==> src/rtl/serial_alu_pkg.sv <==
// Shared types and helpers for the bit-serial ALU: FSM states, opsel encodings
// and the per-operation initial carry.
package serial_alu_pkg;

  typedef enum logic [1:0] {
    ST_IDLE = 2'b00,
    ST_RUN  = 2'b01,
    ST_DONE = 2'b10
  } state_e;

  // Arithmetic-mode opsel encodings (opsel[2]=1 means PASS op1)
  localparam logic [2:0] OP_ADD  = 3'b000;
  localparam logic [2:0] OP_SUB  = 3'b001;
  localparam logic [2:0] OP_INC  = 3'b010;
  localparam logic [2:0] OP_DEC  = 3'b011;
  localparam logic [2:0] OP_PASS = 3'b100;

  // Logic-mode opsel encodings
  localparam logic [2:0] LOP_AND  = 3'b000;
  localparam logic [2:0] LOP_OR   = 3'b001;
  localparam logic [2:0] LOP_XOR  = 3'b010;
  localparam logic [2:0] LOP_NOT  = 3'b011;
  localparam logic [2:0] LOP_PASS = 3'b100;

  function automatic logic cin0(input logic mode, input logic [2:0] opsel);
    logic c;
    c = 1'b0;
    if (mode && !opsel[2]) begin
      case (opsel)
        OP_SUB, OP_INC: c = 1'b1;
        default:        c = 1'b0;
      endcase
    end else begin
      c = 1'b0;
    end
    return c;
  endfunction

endpackage

==> src/rtl/serial_alu_seq_bit_slice.sv <==
// One-bit ALU slice: full adder with per-op operand B selection in arithmetic
// mode, plain bitwise functions with a zero carry in logic mode.
module alu_bit_slice
  import serial_alu_pkg::*;
(
  input  logic       i_op1_bit,
  input  logic       i_op2_bit,
  input  logic       i_cin,
  input  logic       i_mode,
  input  logic [2:0] i_opsel,
  output logic       o_res,
  output logic       o_cout
);

  logic w_b;

  // Slice datapath; PASS in either mode forwards op1 with no carry
  always_comb begin
    w_b    = 1'b0;
    o_res  = i_op1_bit;
    o_cout = 1'b0;
    if (i_mode) begin
      if (i_opsel[2]) begin
        o_res  = i_op1_bit;
        o_cout = 1'b0;
      end else begin
        case (i_opsel)
          OP_ADD:  w_b = i_op2_bit;
          OP_SUB:  w_b = ~i_op2_bit;
          OP_INC:  w_b = 1'b0;
          OP_DEC:  w_b = 1'b1;
          default: w_b = 1'b0;
        endcase
        o_res  = i_op1_bit ^ w_b ^ i_cin;
        o_cout = (i_op1_bit & w_b) | (i_cin & (i_op1_bit ^ w_b));
      end
    end else begin
      case (i_opsel)
        LOP_AND: o_res = i_op1_bit & i_op2_bit;
        LOP_OR:  o_res = i_op1_bit | i_op2_bit;
        LOP_XOR: o_res = i_op1_bit ^ i_op2_bit;
        LOP_NOT: o_res = ~i_op1_bit;
        default: o_res = i_op1_bit;
      endcase
      o_cout = 1'b0;
    end
  end

endmodule

==> src/rtl/serial_alu_seq.sv <==
// Bit-serial ALU sequencer: one result bit per cycle, LSB first, through a single
// alu_bit_slice. Optional zero flag output enabled by SERIAL_ALU_ZERO_FLAG_EN.
module serial_alu_seq
  import serial_alu_pkg::*;
#(
  parameter int WIDTH = 8
) (
  input  logic             clk,
  input  logic             rst_n,
  input  logic             in_valid,
  output logic             in_ready,
  input  logic [WIDTH-1:0] op1,
  input  logic [WIDTH-1:0] op2,
  input  logic             mode,
  input  logic [2:0]       opsel,
  output logic             out_valid,
  input  logic             out_ready,
  output logic [WIDTH-1:0] result,
  output logic             cout,
  output logic             busy
`ifdef SERIAL_ALU_ZERO_FLAG_EN
  ,
  output logic             zero
`endif
);

  localparam int BW   = (WIDTH > 1) ? $clog2(WIDTH) : 1;
  localparam int IDXW = $clog2(WIDTH + 1);

  state_e           r_state;
  logic [WIDTH-1:0] r_op1;
  logic [WIDTH-1:0] r_op2;
  logic             r_mode;
  logic [2:0]       r_opsel;
  logic             r_carry;
  logic [IDXW-1:0]  r_idx;
  logic [WIDTH-1:0] r_result;
  logic             r_cout;
  logic             r_in_ready;
  logic             r_out_valid;
  logic             r_busy;
`ifdef SERIAL_ALU_ZERO_FLAG_EN
  logic             r_zero;
`endif

  logic w_slice_res;
  logic w_slice_cout;

  alu_bit_slice u_slice (
    .i_op1_bit (r_op1[r_idx[BW-1:0]]),
    .i_op2_bit (r_op2[r_idx[BW-1:0]]),
    .i_cin     (r_carry),
    .i_mode    (r_mode),
    .i_opsel   (r_opsel),
    .o_res     (w_slice_res),
    .o_cout    (w_slice_cout)
  );

  // Sequencer FSM; the index runs one past the MSB so cout is committed on its own edge
  always_ff @(posedge clk) begin
    if (!rst_n) begin
      r_state     <= ST_IDLE;
      r_op1       <= '0;
      r_op2       <= '0;
      r_mode      <= 1'b0;
      r_opsel     <= 3'b000;
      r_carry     <= 1'b0;
      r_idx       <= '0;
      r_result    <= '0;
      r_cout      <= 1'b0;
      r_in_ready  <= 1'b1;
      r_out_valid <= 1'b0;
      r_busy      <= 1'b0;
`ifdef SERIAL_ALU_ZERO_FLAG_EN
      r_zero      <= 1'b0;
`endif
    end else begin
      case (r_state)
        ST_IDLE: begin
          if (in_valid && r_in_ready) begin
            r_op1      <= op1;
            r_op2      <= op2;
            r_mode     <= mode;
            r_opsel    <= opsel;
            r_carry    <= cin0(mode, opsel);
            r_idx      <= '0;
            r_result   <= '0;
            r_cout     <= 1'b0;
            r_state    <= ST_RUN;
            r_in_ready <= 1'b0;
            r_busy     <= 1'b1;
          end
        end
        ST_RUN: begin
          if (r_idx == IDXW'(WIDTH)) begin
            r_cout      <= r_carry;
            r_state     <= ST_DONE;
            r_busy      <= 1'b0;
            r_out_valid <= 1'b1;
`ifdef SERIAL_ALU_ZERO_FLAG_EN
            r_zero      <= (r_result == '0);
`endif
          end else begin
            r_result[r_idx[BW-1:0]] <= w_slice_res;
            r_carry                 <= w_slice_cout;
            r_idx                   <= r_idx + IDXW'(1);
          end
        end
        ST_DONE: begin
          if (out_ready) begin
            r_state     <= ST_IDLE;
            r_out_valid <= 1'b0;
            r_in_ready  <= 1'b1;
`ifdef SERIAL_ALU_ZERO_FLAG_EN
            r_zero      <= 1'b0;
`endif
          end
        end
        default: begin
          r_state     <= ST_IDLE;
          r_in_ready  <= 1'b1;
          r_out_valid <= 1'b0;
          r_busy      <= 1'b0;
        end
      endcase
    end
  end

  assign in_ready  = r_in_ready;
  assign out_valid = r_out_valid;
  assign busy      = r_busy;
  assign result    = r_result;
  assign cout      = r_cout;
`ifdef SERIAL_ALU_ZERO_FLAG_EN
  assign zero      = r_zero;
`endif

endmodule

==> config.mk <==
export PLATFORM = sky130hd
export DESIGN_NAME = serial_alu_seq
export DESIGN_NICKNAME = d
export VERILOG_FILES = /design/src/rtl/serial_alu_pkg.sv /design/src/rtl/serial_alu_seq_bit_slice.sv /design/src/rtl/serial_alu_seq.sv
export SDC_FILE = /design/constraint.sdc
export NUM_CORES = 1
export LEC_CHECK = 0
export ABC_AREA = 1
export CORE_UTILIZATION = 51
export CTS_CLUSTER_DIAMETER = 80
export DETAILED_ROUTE_END_ITERATION = 10
export GPL_TIMING_DRIVEN = 1
export HOLD_SLACK_MARGIN = 0.05
export PLACE_DENSITY = 0.78
export SETUP_SLACK_MARGIN = 0.5
export SLEW_MARGIN = 20
export SYNTH_ARGS = -nofsm -noshare
export SYNTH_HDL_FRONTEND = slang
export SYNTH_HIERARCHICAL = 1
export SYNTH_SLANG_ARGS = --single-unit
==> constraint.sdc <==
create_clock -name clk -period 3.56 [get_ports clk]
set_clock_uncertainty 0.2 [all_clocks]
set_input_delay 0.712 -clock clk [delete_from_list [all_inputs] [get_ports clk]]
set_output_delay 0.712 -clock clk [all_outputs]
set_load 0.03 [all_outputs]
==> results by group <==
Yosys
  • Mean Syn Cell Area: 6.87 sq um
  • FFs w/ async S/R, synth: 0%
  • Post-synth top area share: 41.3%
  • Largest area contributor in the netlist: dfxtp_1
  • Register area share after synthesis: 41.3%
  • Seq cells post-synth: 39
  • Post-Syn Area: 0.00189 sq mm
  • Largest family of logic cells by synthesized area: simple AND/OR/NAND/NOR gates
  • EDFF count, synth: 0
  • Area fraction in compound gates after synthesis: 11.9%
  • Yosys cell types: 27
  • Syn Inst Count: 275
  • Commonest cells post-synth: nand2_1 (60), nor2_1 (59), dfxtp_1 (39)
  • Adder-cell share of the synthesized area: 3.71%
  • Most used DFF post-synth: dfxtp_1
  • Multiplexer share of the synthesized area: 0%
  • Syn Nets: 304
  • Synth Area in Simple Gates: 36.0%
  • Count leader, synth: nand2_1
  • Post-Synth XOR/XNOR Area: 0%
  • Yosys warns: 6
  • Top cells by area, synth: dfxtp_1 (41%), nand2_1 (12%), nor2_1 (12%), o21ai_1 (5.8%), nand3_1 (4.8%)

Worst setup path
  • Max stage delay cell, worst path: dfxtp_2
  • Slowest stage delay, CP: 0.47 ns
  • CP most frequent cell: nand2_1
  • Worst EP arrival: 2.90 ns
  • Critical path cell sequence: inv_2, nor3_1, nand2_1, nand2_1, nor2_1, nand2_1, nand2_1, a21oi_1, o21ai_0, fa_1, o22ai_1, inv_1, nand2_1, inv_1, nand3_1, nand2_1, nor2_1
  • Flop-to-flop setup slack: 0.69 ns
  • Worst Setup SP: r_idx[1]
  • WP data required: 3.59 ns
  • CP Max Fanout: 10
  • Crit path kind: reg2reg
  • Worst r2r dst: result[3]
  • Worst setup SP type: flip-flop
  • RR Startpoint: r_idx[1]
  • Cell family with most CP delay: simple AND/OR/NAND/NOR gates
  • Buf/Inv on CP: 3
  • Reg2reg path depth: 17
  • CP endpoint kind: flip-flop

Floorplan
  • Die X: 62.9 microns
  • Initial Util: 54.9%
  • # rows: 21
  • Core Region: 0.00344 sq mm
  • Total die area: 0.00395 sq mm
  • Die Height: 62.9 microns
  • I/O pin count: 36

GRT
  • First-pass GRT wire length: 7.21 mm
  • Largest net degree at the start of global routing: 30
  • Initial antenna violation count: 0
  • Vias in the first global route: 1612
  • Overflow after GRT: 0
  • GR Util All Layers: 23.5%

Worst hold path
  • Worst Min Path Start: result[4]
  • Hold crit path type: reg2reg
  • Worst Hold Path EP: result[4]
  • Hold path depth: 2

STA
  • Slew headroom: 72.7%
  • Fin. Hold Viols: 0
  • Min cycle time layout: 2.87 ns
  • Final Setup Violations: 0
  • RSZ-0062 raised after global routing: false
  • Final Hold Slack: 0.260 ns
  • Setup TNS Final: 0 ns
  • Final worst slack: 0.693 ns
  • Slew Limit Fails: 0
  • Final Cycle Share: 80.5%
  • Worst Tran Pin Value: 0.406 ns
  • Fmax: 0.349 GHz

Layout
  • Area Overhead vs Synth: 25.0%
  • Nets: 338
  • Fraction of layout cells with a size suffix above 1: 9.74%
  • Fill count: 320
  • N_diodes: 0

Place
  • HPWL Detailed: 3.00 mm
  • Final GP Congestion: 0.921
  • Port-buffer cells: 35
  • Pre-CTS setup slack: 0.536 ns

Drt
  • First drt pass iteration count: 4
  • DR vias: 1812
  • Wl on met1: 1.97 mm
  • DR WL met3: 212 microns
  • DRC: 0
  • Top sig layer: met4
  • Routed len/inst: 12.1 microns
  • WL final: 4.30 mm
  • DR iter-0 viols: 133
  • Final antenna-violating net count: 0
  • Avg Vias per Cell: 5.12
  • DR WL met2: 2.05 mm

Power and ir drop
  • Worst vdd ir: 0.360 mV
  • Pwr dens: 507 mW/mm^2
  • Leakage power: 0.984 nW

Clock tree
  • CTS buffer count: 5
  • Post-CTS Hold Buffers: 0
  • Setup repair bufs after CTS: 0
  • Post-cts gate resize count: 1
  • CTS tree: done
  • CTS H-tree depth: 2
  • Clock Sinks: 39
  • Clock root buffer: clkbuf_8
  • Clock latency on the worst-skew pair: 0.29 ns
  • Longest Clk Path Bufs: 2
  • Reg clk slew, reported paths: 0.07 ns

Status
  • Status: finished, final reports clean

Flow run
  • Max_cap viols: 0
-- registers in the layout (all words and copies together) (netlist names), 2 cells and up --
signal	flops
r_opsel	3
r_op1	8
result	8
r_op2	8
r_idx	4
r_state	2
-- report_power, final --
| group | internal, mW | switching, mW |
|---|---|---|
| clock | 0.131 | 0.143 |
| sequential | 0.496 | 0.0538 |
| combinational | 0.141 | 0.233 |
| total | 0.768 | 0.430 |
-- area by class of cell --
cell class / count / area (sq um) / share of cell area [%]
tap: 46 / 57.6 / 2.44
inverter: 23 / 86.3 / 3.66
timing repair buffer: 36 / 358 / 15.2
sequential: 39 / 787 / 33.3
multi-input combinational: 204 / 1000 / 42.3
clock buffer: 6 / 72.6 / 3.07
-- cell usage in the layout, fill, tap and decap left out, types with 2 or more instances in the layout --
| cell type | Yosys | final |
|---|---|---|
| ha_1 | 4 | 4 |
| nand2_4 | 2 | 2 |
| o21ai_0 | 2 | 2 |
| a22oi_1 | 2 | 2 |
| clkdlybuf4s50_1 | 0 | 35 |
| o21ai_1 | 22 | 22 |
| clkbuf_8 | 0 | 5 |
| nand2_1 | 60 | 60 |
| or2_1 | 2 | 2 |
| nor3_2 | 1 | 6 |
| inv_2 | 8 | 8 |
| dfxtp_1 | 39 | 36 |
| a21oi_1 | 15 | 15 |
| nand3_1 | 18 | 18 |
| dfxtp_2 | 0 | 2 |
| nor3_1 | 8 | 3 |
| nor2_1 | 59 | 59 |
| nor2_2 | 2 | 2 |
| inv_1 | 15 | 15 |
-- worst register-to-register path: stages, from the launching register on --
cell and delay (ns):
dfxtp_2 0.47, inv_2 0.12, nor3_1 0.27, nand2_1 0.09, nand2_1 0.07, nor2_1 0.04
nand2_1 0.09, nand2_1 0.07, a21oi_1 0.11, o21ai_0 0.11, fa_1 0.43, o22ai_1 0.15
inv_1 0.07, nand2_1 0.17, inv_1 0.12, nand3_1 0.09, nand2_1 0.05, nor2_1 0.10
-- worst max-delay path by stage --
stage	endpoint	slack [ns]	cells past startpoint
after floorplan	result[3]	0.97	18
after global placement	result[5]	0.59	17
after detailed placement	result[3]	0.54	17
after CTS	result[3]	0.57	17
after global routing	result[5]	0.51	17
final	result[3]	0.69	17
-- cell families (layout without fill, tap and decap cells) --
| family | Yosys count | after routing |
|---|---|---|
| simple gates | 156 | 156 |
| fa+ha+maj | 5 | 5 |
| compound gates | 43 | 43 |
| flops | 39 | 39 |
| buf+inv | 32 | 65 |
-- metrics by stage --
step                power (mW)  cells  area (sq um)  util, %
floorplan                0.821    275          1890        -
global placement         0.920    348          2260     65.6
detailed placement       0.927    348          2260     65.6
CTS                       1.20    354          2330     67.7
global route              1.27    354          2360     68.6
finish                    1.20    354          2360     68.6
-- routing by layer --
metal | up-vias | track usage (%)
li1 | 948 | -
met1 | 806 | 28.3
met2 | 53 | 40.2
met3 | 5 | 4.38
met4 | 0 | 10.5
met5 | - | 0
(Power assumes the default switching activity.)
==> RTL change, RTL diff (same settings) <==
Add a define of `SERIAL_ALU_ZERO_FLAG_EN`.
--- a/src/rtl/serial_alu_seq.sv
+++ b/src/rtl/serial_alu_seq.sv
@@ -1,5 +1,7 @@
 // Bit-serial ALU sequencer: one result bit per cycle, LSB first, through a single
 // alu_bit_slice. Optional zero flag output enabled by SERIAL_ALU_ZERO_FLAG_EN.
+`define SERIAL_ALU_ZERO_FLAG_EN
+
 module serial_alu_seq
   import serial_alu_pkg::*;
 #(
Behaviour (old outputs only; new: zero): unchanged (Yosys induction, for registers that start in step).
==> RTL change against the original RTL <==
- final area increased by 9.1%
- total power decreased by 9.0%
- wire length increased by 8.3%
- setup slack improved by 25 ps
- sequential share of layout area decreased by 1.8 points
- first-iteration DRC count decreased by 4.5%
- sequential cell count increased by 1
- synthesized area increased by 8.5%
==> RTL change: results (changes against the original RTL) <==
- Outcome: completed (unchanged)
- Nets: 378 (was 338)
- Top post-synthesis cells by count: nand2_1, nor2_1, dfxtp_1 (unchanged)
- Largest net degree at the start of global routing: 21 (was 30)
- Worst hold margin: 270 ps (was 260 ps)
- EDFF count, synth: 0 (unchanged)
- Post-Route WL: 4650 µm (was 4300 µm)
- Routed vias: 2,027 (was 1,812)
- Crit Reg-Reg Endpoint: result[6] (was result[3])
- Internal reg-to-reg setup slack: 720 ps (was 690 ps)
- I/O Buffers: 36 (was 35)
- WP data arrival: 2850 ps (was 2900 ps)
- Final HPWL DP: 3320 µm (was 3000 µm)
- Tot GR Track Use: 23.9% (was 23.5%)
- Vias in the first global route: 1,835 (was 1,612)
- Min-delay src: cout (was result[4])
- TritonRoute pass-1 iters: 4 (unchanged)
- Syn_nets: 339 (was 304)
- Unique cell type count in the Yosys netlist: 28 (was 27)
- Drt initial violations: 127 (was 133)
- Main area contributors after synthesis: dfxtp_1, nand2_1, nor2_1 (unchanged)
- CP peak stage delay: 450 ps (was 470 ps)
- Min-Delay Endpoint: cout (was result[4])
- Slew @ Worst Pin: 486 ps (was 406 ps)
- Seq/Total Area, Yosys: 39.1% (was 41.3%)
- First-pass GRT wire length: 7920 µm (was 7210 µm)
- Clock buffer depth: 2 (unchanged)
- Lkg Pwr: 1.08 nW (was 0.984 nW)
- Share of cells above drive strength 1: 10.9% (was 9.74%)
-- RTL change: metrics by stage --
stage                     setup slack, ps  instances  instance area [µm²]  utilization [%]  power [W]
final                                 718        397                 2580             68.8    0.00109
after global routing                  539        397                 2580             68.8    0.00116
after CTS                             576        392                 2530             67.5    0.00108
after detailed placement              314        383                 2410             64.3   0.000764
after global placement                465        383                 2410             64.3   0.000760
after floorplan                       915        310                 2050                -   0.000696
-- RTL change: area by class of cell --
cell class	instances	area, µm²
flip-flops and latches	40	812
repair inverters	1	7.51
clock buffers	7	96.3
multi-input cells	229	1060
inverters	28	124
well taps	48	60.1
fillers	343	1170
repair buffers	44	418
-- RTL change: routing by layer --
| metal | global-route usage [%] | share of wire [%] |
|---|---|---|
| met3 | 5.21 | 6.4 |
| met1 | 30.1 | 49 |
| met4 | 8.15 | 1.5 |
| met2 | 39.9 | 43 |
| met5 | 0 | 0 |
-- RTL change: kinds of logic after synthesis --
group                      synth area share [%]
adders and majority gates                  3.42
buffers and inverters                      9.52
and+or+nand+nor                            35.2
AOI/OAI and AO/OA                          12.8
DFF                                        39.1
-- RTL change: where the power goes --
| group | leakage [nW] | internal [W] | switching, W |
|---|---|---|---|
| clock network | 0.0503 | 0.000172 | 0.000142 |
| logic | 0.697 | 0.000107 | 0.000157 |
| registers | 0.330 | 0.000482 | 0.0000298 |
-- RTL change: worst max path at each step --
stage	end	slack [ps]	cells past startpoint	from
2_1_floorplan	result[4]	910	17	r_idx[0]
3_3_place_gp	result[5]	460	16	r_idx[0]
3_5_place_dp	result[5]	310	16	r_idx[0]
4_1_cts	result[6]	580	16	r_idx[0]
5_1_grt	result[6]	540	16	r_idx[0]
6_report	result[6]	720	16	r_idx[0]
